File: src/rtl/slow_clock_monitor.sv
// Slow-clock monitor: synchronises a divided clock, emits edge ticks, measures period, tracks lock/loss.
// Optional high-time measurement is enabled by defining DUTY_MEASURE_EN.
module slow_clock_monitor #(
  parameter int unsigned SYNC_STAGES = 2,
  parameter int unsigned CNT_W       = 28,
  parameter int unsigned TOL         = 2,
  parameter int unsigned LOCK_COUNT  = 3,
  parameter int unsigned TIMEOUT     = 60000000
) (
  input  logic             CLOCK_50,
  input  logic             reset,
  input  logic             slow_clk,
  output logic             rise_tick,
  output logic             fall_tick,
  output logic [CNT_W-1:0] period,
  output logic             period_valid,
  output logic             locked,
  output logic             lost
`ifdef DUTY_MEASURE_EN
  ,
  output logic [CNT_W-1:0] high_time
`endif
);

  localparam int unsigned MW = (LOCK_COUNT < 1) ? 1 : $clog2(LOCK_COUNT + 1);
  localparam logic [CNT_W-1:0] TOL_C     = CNT_W'(TOL);
  localparam logic [CNT_W-1:0] TIMEOUT_C = CNT_W'(TIMEOUT);
  localparam logic [MW-1:0]    LOCK_C    = MW'(LOCK_COUNT);

  typedef enum logic [1:0] {IDLE, ACQUIRE, LOCKED, LOST} state_e;

  state_e                 state_q, state_d;
  logic [SYNC_STAGES-1:0] sync_q;
  logic                   s, s_d_q, rise, fall;
  logic [CNT_W-1:0]       cnt_q, cnt_d, period_q, period_d, diff;
  logic [MW-1:0]          match_q, match_d, match_inc;
  logic                   prev_ok_q, prev_ok_d, is_match;
  logic                   rise_tick_q, fall_tick_q, period_valid_q, period_valid_d;
  logic                   locked_q, lost_q;

  assign s    = sync_q[SYNC_STAGES-1];
  assign rise = s & ~s_d_q;
  assign fall = ~s & s_d_q;

  // Unsigned absolute difference between the interval just ending and the stored period.
  assign diff      = (cnt_q >= period_q) ? (cnt_q - period_q) : (period_q - cnt_q);
  assign is_match  = prev_ok_q && (diff <= TOL_C);
  assign match_inc = (&match_q) ? match_q : match_q + 1'b1;

  always_comb begin
    state_d        = state_q;
    cnt_d          = rise ? CNT_W'(1) : ((&cnt_q) ? cnt_q : cnt_q + 1'b1);
    period_d       = period_q;
    period_valid_d = 1'b0;
    match_d        = match_q;
    prev_ok_d      = prev_ok_q;
    case (state_q)
      IDLE, LOST: begin
        if (rise) begin
          state_d   = ACQUIRE;
          prev_ok_d = 1'b0;
          match_d   = '0;
        end
      end
      ACQUIRE, LOCKED: begin
        // A rise in the same cycle as the timeout threshold takes priority.
        if (rise) begin
          period_d       = cnt_q;
          period_valid_d = 1'b1;
          prev_ok_d      = 1'b1;
          match_d        = is_match ? match_inc : '0;
          if (state_q == ACQUIRE) begin
            if (match_d >= LOCK_C) state_d = LOCKED;
          end else if (!is_match) begin
            state_d = ACQUIRE;
          end
        end else if (cnt_q >= TIMEOUT_C) begin
          state_d = LOST;
        end
      end
      default: state_d = IDLE;
    endcase
  end

  always_ff @(posedge CLOCK_50) begin
    if (reset) begin
      state_q        <= IDLE;
      sync_q         <= '0;
      s_d_q          <= 1'b0;
      cnt_q          <= '0;
      period_q       <= '0;
      match_q        <= '0;
      prev_ok_q      <= 1'b0;
      rise_tick_q    <= 1'b0;
      fall_tick_q    <= 1'b0;
      period_valid_q <= 1'b0;
      locked_q       <= 1'b0;
      lost_q         <= 1'b0;
    end else begin
      state_q        <= state_d;
      sync_q         <= {sync_q[SYNC_STAGES-2:0], slow_clk};
      s_d_q          <= s;
      cnt_q          <= cnt_d;
      period_q       <= period_d;
      match_q        <= match_d;
      prev_ok_q      <= prev_ok_d;
      rise_tick_q    <= rise;
      fall_tick_q    <= fall;
      period_valid_q <= period_valid_d;
      locked_q       <= (state_q == LOCKED);
      lost_q         <= (state_q == LOST);
    end
  end

`ifdef DUTY_MEASURE_EN
  logic [CNT_W-1:0] hcnt_q, hcnt_d, high_time_q;

  always_comb begin
    hcnt_d = hcnt_q;
    if (rise)                 hcnt_d = CNT_W'(1);
    else if (s && !(&hcnt_q)) hcnt_d = hcnt_q + 1'b1;
  end

  always_ff @(posedge CLOCK_50) begin
    if (reset) begin
      hcnt_q      <= '0;
      high_time_q <= '0;
    end else begin
      hcnt_q <= hcnt_d;
      if (period_valid_d) high_time_q <= hcnt_q;
    end
  end

  assign high_time = high_time_q;
`endif

  assign rise_tick    = rise_tick_q;
  assign fall_tick    = fall_tick_q;
  assign period       = period_q;
  assign period_valid = period_valid_q;
  assign locked       = locked_q;
  assign lost         = lost_q;

endmodule
File: config.mk
export PLATFORM = sky130hd
export DESIGN_NAME = slow_clock_monitor
export DESIGN_NICKNAME = d
export VERILOG_FILES = /design/src/rtl/slow_clock_monitor.sv
export SDC_FILE = /design/constraint.sdc
export NUM_CORES = 1
export LEC_CHECK = 0
export BUFFER_PORTS_ARGS = -buffer_cell sky130_fd_sc_hd__buf_2
export CORE_ASPECT_RATIO = 0.6
export CORE_UTILIZATION = 35
export CTS_BUF_LIST = sky130_fd_sc_hd__clkbuf_16
export DETAILED_ROUTE_END_ITERATION = 12
export PLACE_DENSITY = 0.54
export SLEW_MARGIN = 40
export SYNTH_ARGS = -nofsm -noshare
export SYNTH_HDL_FRONTEND = slang
export SYNTH_SLANG_ARGS = --single-unit
File: constraint.sdc
create_clock -name CLOCK_50 -period 3.23 [get_ports CLOCK_50]
set_input_delay 0.1615 -clock CLOCK_50 [delete_from_list [all_inputs] [get_ports CLOCK_50]]
set_output_delay 0.1615 -clock CLOCK_50 [all_outputs]
set_load 0.02 [all_outputs]
Word level (Yosys, flattened, before mapping)
Cells that the tools add are included.
- add/subtract/negate cells: 4
- magnitude comparators: 4
- equal/unequal tests: 9
- mux-type cells: 19
- bitwise gates (word level): 5
- reductions and logical operators: 11
- operators with widths (operator ; count):
    subtractor 28 bit ; 2
    adder 28 x 1 -> 28 bit (second input constant) ; 1
    greater-or-equal comparator 28 x 26 -> 1 bit (second input constant) ; 1
    greater-or-equal comparator 28 bit ; 1
    <= comparator 28 x 2 -> 1 bit (second input constant) ; 1
    2-to-1 mux 28 bit ; 1
    AND reduction 28 bit ; 1
    2-to-1 mux 2 bit ; 10
    inequality test 4 bit (second input constant) ; 2
    one-hot mux 2 bit (2 select lines) ; 2
    OR reduction 2 bit ; 4
    inequality test 2 bit (second input constant) ; 3
    AND reduction 2 bit ; 3
    2-to-1 mux 1 bit ; 5
    == test 2 bit (second input constant) ; 2
    AND reduction 4 bit ; 1
    inequality test 3 bit (second input constant) ; 1
    inverter 1 bit ; 3
    adder 2 x 1 -> 2 bit (second input constant) ; 1
    AND 1 bit ; 2
    == test 2 x 1 -> 1 bit (second input constant) ; 1
    greater-or-equal comparator 2 bit (second input constant) ; 1
    zero test 2 bit ; 1
    one-hot mux 1 bit (2 select lines) ; 1
    logical AND 1 bit ; 1
- flip-flop bits (word level): 69
- bits of input ports: 3

Logic depth before layout (Yosys ltp)
- word-level depth: 10
- depth in mapped cells: 16

Least setup slack after synthesis
No wires, ideal clock.
- path kind: flip-flop to flip-flop
- start: register period_q[0], in the netlist period[0]
- end: register state_q[0]
- arrival time: 3433 ps
- data required time: 3102 ps
- setup slack: -331 ps
- cell stages (with the launch flop): 16
- buffers on the path: 0
- cell sequence: dfxtp_1 inv_1 ha_1 fa_1 nand2b_1 a211oi_2 o21ai_1 o31a_1 nand3b_1 a31o_2 or4_1 o31a_1 nor4_2 a21oi_1 a21oi_1 nor2_1
- word-level cells in the longest chain between the ends: 8
- RTL lines (item ; line ; text):
    start: declaration ; 35 ; logic [CNT_W-1:0] cnt_q, cnt_d, period_q, period_d, diff;
    start signal: assignment ; 104 ; period_q <= period_d;
    subtractor 28 bit / greater-or-equal comparator 28 bit (equally long branches) ; 46 ; assign diff = (cnt_q >= period_q) ? (cnt_q - period_q) : (period_q - cnt_q);
    2-to-1 mux 28 bit * ; 46 ;
    <= comparator 28 x 2 -> 1 bit * ; 47 ; assign is_match = prev_ok_q && (diff <= TOL_C);
    logical AND 1 bit * ; 47 ;
    2-to-1 mux 2 bit ; 71 ; match_d = is_match ? match_inc : '0;
    greater-or-equal comparator 2 bit ; 73 ; if (match_d >= LOCK_C) state_d = LOCKED;
    inequality test 4 bit (no line) ; -- ;
    AND reduction 4 bit (no line) * ; -- ;
    end signal: assignment ; 100 ; state_q <= state_d;
    end: declaration ; 32 ; state_e state_q, state_d;
Every way passes the cells marked *; elsewhere a longest branch is shown, timed or not.
A chain may end at the register's enable or synchronous reset.

Final worst setup path
Ends and elaborated chain as after synthesis.

==> results list <==
- Die Span Y: ~110 um
- For the pin with the worst max-slew slack, the measured transition is about 0.8 ns.
* Clock slew at the register clock pins of the worst setup and hold paths: approximately 0.06 ns
* DRT iter0 DRCs: around 720
* Post-synthesis mux area share: about 1.5%
* Count of input and output buffers: 35
- Core Box Area: between 15000 and 20000 um2
* Post-synthesis instance area: around 6300 um2
* Cell types with the largest area share after synthesis: dfxtp_1, ha_1, a21oi_1
- Layout filler cell count: 1741
- Leading cell type in the layout, fill and taps excluded: buf_4
* Clock tree from TritonCTS: built
- Along the worst hold path, the cell count comes to 2.
- Total track usage: around 28%
- RSZ-0062 raised after global routing: true
- Clock insertion delay at the later pin of the skew report: between 0.3 and 0.4 ns
* Pins over their slew limit: 0
- Setup Skew: 0.01293 ns
* Fin crit period: approximately 3.6 ns
- The synthesized design devotes to its leading area cell type between 20 and 25% of total area.
- Final std cell area, no fill: approximately 9000 um2
* Number of clock sinks: approximately 70
- Reg2reg setup slack: -0.42 ns
- The initial utilization of the core area, before any placement, comes to 36.17%.
- Dominant combinational cell family by area after synthesis: compound AO/OA/AOI/OAI gates
- Largest fanout on the critical path: 5
- Reg-to-reg startpoint: period[0]
* Fraction of final layout cells sized beyond drive strength 1: about 36%
- Once layout is complete, the utilization of the core stands at between 50% and 60%.
* Final Routed Wirelength: 24720 um
- Worst IR Drop VDD: roughly 0.00032 V
- Area fraction in compound gates after synthesis: 24.60%
- The via count of the first global-routing pass was about 6700.
- Outcome: complete, but fails checks
* Wire length of the first global-routing pass: 38360 um
- Measured along the x axis, the die boundary spans roughly 170 um.
- Standard cell area after detailed placement: roughly 8500 um2
- Total of hold buffers inserted after clock tree synthesis: 0
* Final Wtd Congestion: about 0.97
* Crit path DAT: 3.88 ns
* Net count after synthesis: 919
- Max Cap Violations: 0
- In this run the core area contains 37 standard-cell rows.
- The repair_antennas step left the layout with diodes totalling 0.
- Worst hold slack: roughly 0.019 ns
- Most instantiated flip-flop cell in the synthesis netlist: dfxtp_1
- The critical path in this run is classified as reg2reg.
- Fmax achieved: roughly 270 MHz
- Summed over all cells, the static leakage comes to 4.167 nW.
- Number of buffers created by CTS: 9
* Number of unique standard cell types used by synthesis: 74
- For hold timing, the worst endpoint is sync_q[0].
- H-tree Lvls: 3
* Share of synthesized cell area in and, or, nand and nor gates: a little under a quarter
* Slew headroom: between 40% and 50%
- The floorplan step defined a die boundary enclosing approximately 18000 um2.
- The final critical path takes up 113.0% of the cycle.
- In the routed layout, each cell is associated on average with a via count of 5.244.
* Post-Synthesis Cells: between 800 and 900
- Largest area contributor in the synthesized netlist: dfxtp_1
- Power spread over the standard cell area amounts to 272.1 nW/um2.
- The count of nets left with antenna violations once routing finished came out at 0.
- Setup violations remaining at the end of the flow were counted as 4.
* Worst min path class: in2reg
- The hold violation total from the final report came to 0.
* Final critical-path setup slack: -0.4194 ns
- Post-synthesis area per instance: between 7 and 8 um2
- Register area share after synthesis: about 22%
* NumNets Final: ~1200
* Capture point of the worst reg-to-reg path: state_q[0]
* Final instance count without filler cells: between 1000 and 1500
* Number of optimization iterations in the first detailed-route pass: 7
* Total number of vias: between 7000 and 8000
* Number of cells in the design after placement: 1342
- Endpoint kind of the worst setup timing path: register
- Data required time at the worst endpoint: around 3.5 ns
* Residual DRC: 0
* Initial antenna violation count: 0
- Longest Clk Path Bufs: 2
- Flip-flop and latch count after synthesis: around 70
* Startpoint of the most critical hold path: slow_clk
* Warning count from the yosys run: 0
* Sum of negative setup slack: -1.497 ns
- Entering global routing, the biggest net connects 42 pins.
- In the synthesized netlist the async set-or-reset flop fraction comes to 0%.
- Summing internal, switching and leakage power gives between 2 and 2.5 mW.
* Total congestion overflow: 0
* Clock Root Buffer: clkbuf_16
- HPWL after DPL: 20310 um
- Leaving out fill and tap cells, the most frequent cells in the layout are buf_4, nand2_1, a21oi_1.
- Number of enable flip-flop cells after synthesis: 0
- Post-Synth XOR/XNOR Area: roughly 7.6%
- After Yosys synthesis, full adders, half adders and majority gates account for roughly 13% of the synthesized area.
- Critical path startpoint category: register
- Post-Place Setup Slack: -0.3852 ns
- During I/O placement, the number of pins put on the boundary was 36.
- Routed len/inst: ~18 um
- Relative to the synthesized area, the layout overhead comes to 46.69%.
- Worst reg-to-reg path cell count: 15
- The final reports fail on negative setup slack.
-- final cells by class --
class                           count  area (um2)  area share [%]
Sequential cell                    69        1415           15.40
Timing Repair Buffer              301        2208           24.04
Tap cell                          234       292.8           3.187
Clock buffer                        9       225.2           2.452
Multi-Input combinational cell    668        4667           50.80
Clock inverter                      7       97.59           1.062
Inverter                           74       280.3           3.051
-- how the worst max path moves through the flow --
stage	startpoint	end	slack [ns]	cells past startpoint
after floorplan	period[0]	state_q[1]	-0.06	15
after global placement	period[5]	match_q[1]	-0.37	17
after detailed placement	period[7]	state_q[0]	-0.39	15
after CTS	period[0]	state_q[0]	-0.32	15
after global routing	period[2]	state_q[1]	-0.51	16
final	period[0]	state_q[0]	-0.42	15
-- cell usage after synthesis, drive strengths merged (9+ instances only) --
| cell | count |
|---|---|
| nor2b | 9 |
| dfxtp | 69 |
| nor2 | 65 |
| nand4 | 19 |
| nand2 | 109 |
| clkbuf | 16 |
| inv | 74 |
| a21o | 12 |
| xor2 | 19 |
| nand3 | 20 |
| nor4 | 14 |
| xnor2 | 35 |
| ha | 61 |
| nor3 | 18 |
| o21a | 12 |
| a21oi | 111 |
| buf | 26 |
| o21ai | 41 |
-- routing by layer --
| layer | wire (um) | share of wire (%) | GRT usage, % | vias up |
|---|---|---|---|---|
| met5 | 0 | 0 | 0 | - |
| met3 | 2206 | 8.9 | 7.468 | 15 |
| li1 | - | - | - | 3527 |
| met4 | 212 | 0.86 | 4.472 | 0 |
| met1 | 13660 | 55 | 45.67 | 3339 |
| met2 | 8631 | 35 | 33.22 | 261 |
-- flip-flops by register name (all words and copies together) (netlist names) --
| register | cells |
|---|---|
| s_d_q | 1 |
| period_valid | 1 |
| locked | 1 |
| fall_tick | 1 |
| period | 28 |
| lost | 1 |
| state_q | 2 |
| sync_q | 2 |
| rise_tick | 1 |
| match_q | 2 |
| prev_ok_q | 1 |
| cnt_q | 28 |
-- cells by family after synthesis --
logic type	Yosys count
simple gates	297
compound gates	245
buf+inv	116
flops	69
fa+ha+maj	63
xor+xnor	54
mux	9
-- power by group --
part | internal [mW] | switching (mW) | total, mW
Sequential | 0.856 | 0.00615 | 0.862
Combinational | 0.249 | 0.272 | 0.521
Clock | 0.680 | 0.436 | 1.12
Total | 1.79 | 0.714 | 2.50
-- timing repair --
item / CTS / global route
setup buffers: 3 / 3
pin swaps: 7 / 20
setup endpoints to repair: 4 / 4
resized for setup: 18 / 45
-- critical path, stage by stage (launching register included) --
cell and delay [ns]:
dfxtp_4 0.36, inv_4 0.04, ha_4 0.16, fa_2 0.35, nand2b_4 0.17, a211oi_4 0.33, o21ai_2 0.11, o31a_1 0.35
nand3b_1 0.18, a31o_2 0.21, or4_1 0.41, o31a_1 0.22, nor4_1 0.26, a21oi_1 0.14, a21oi_1 0.17, nor2_1 0.05
Power figures use the tool's default switching activity.
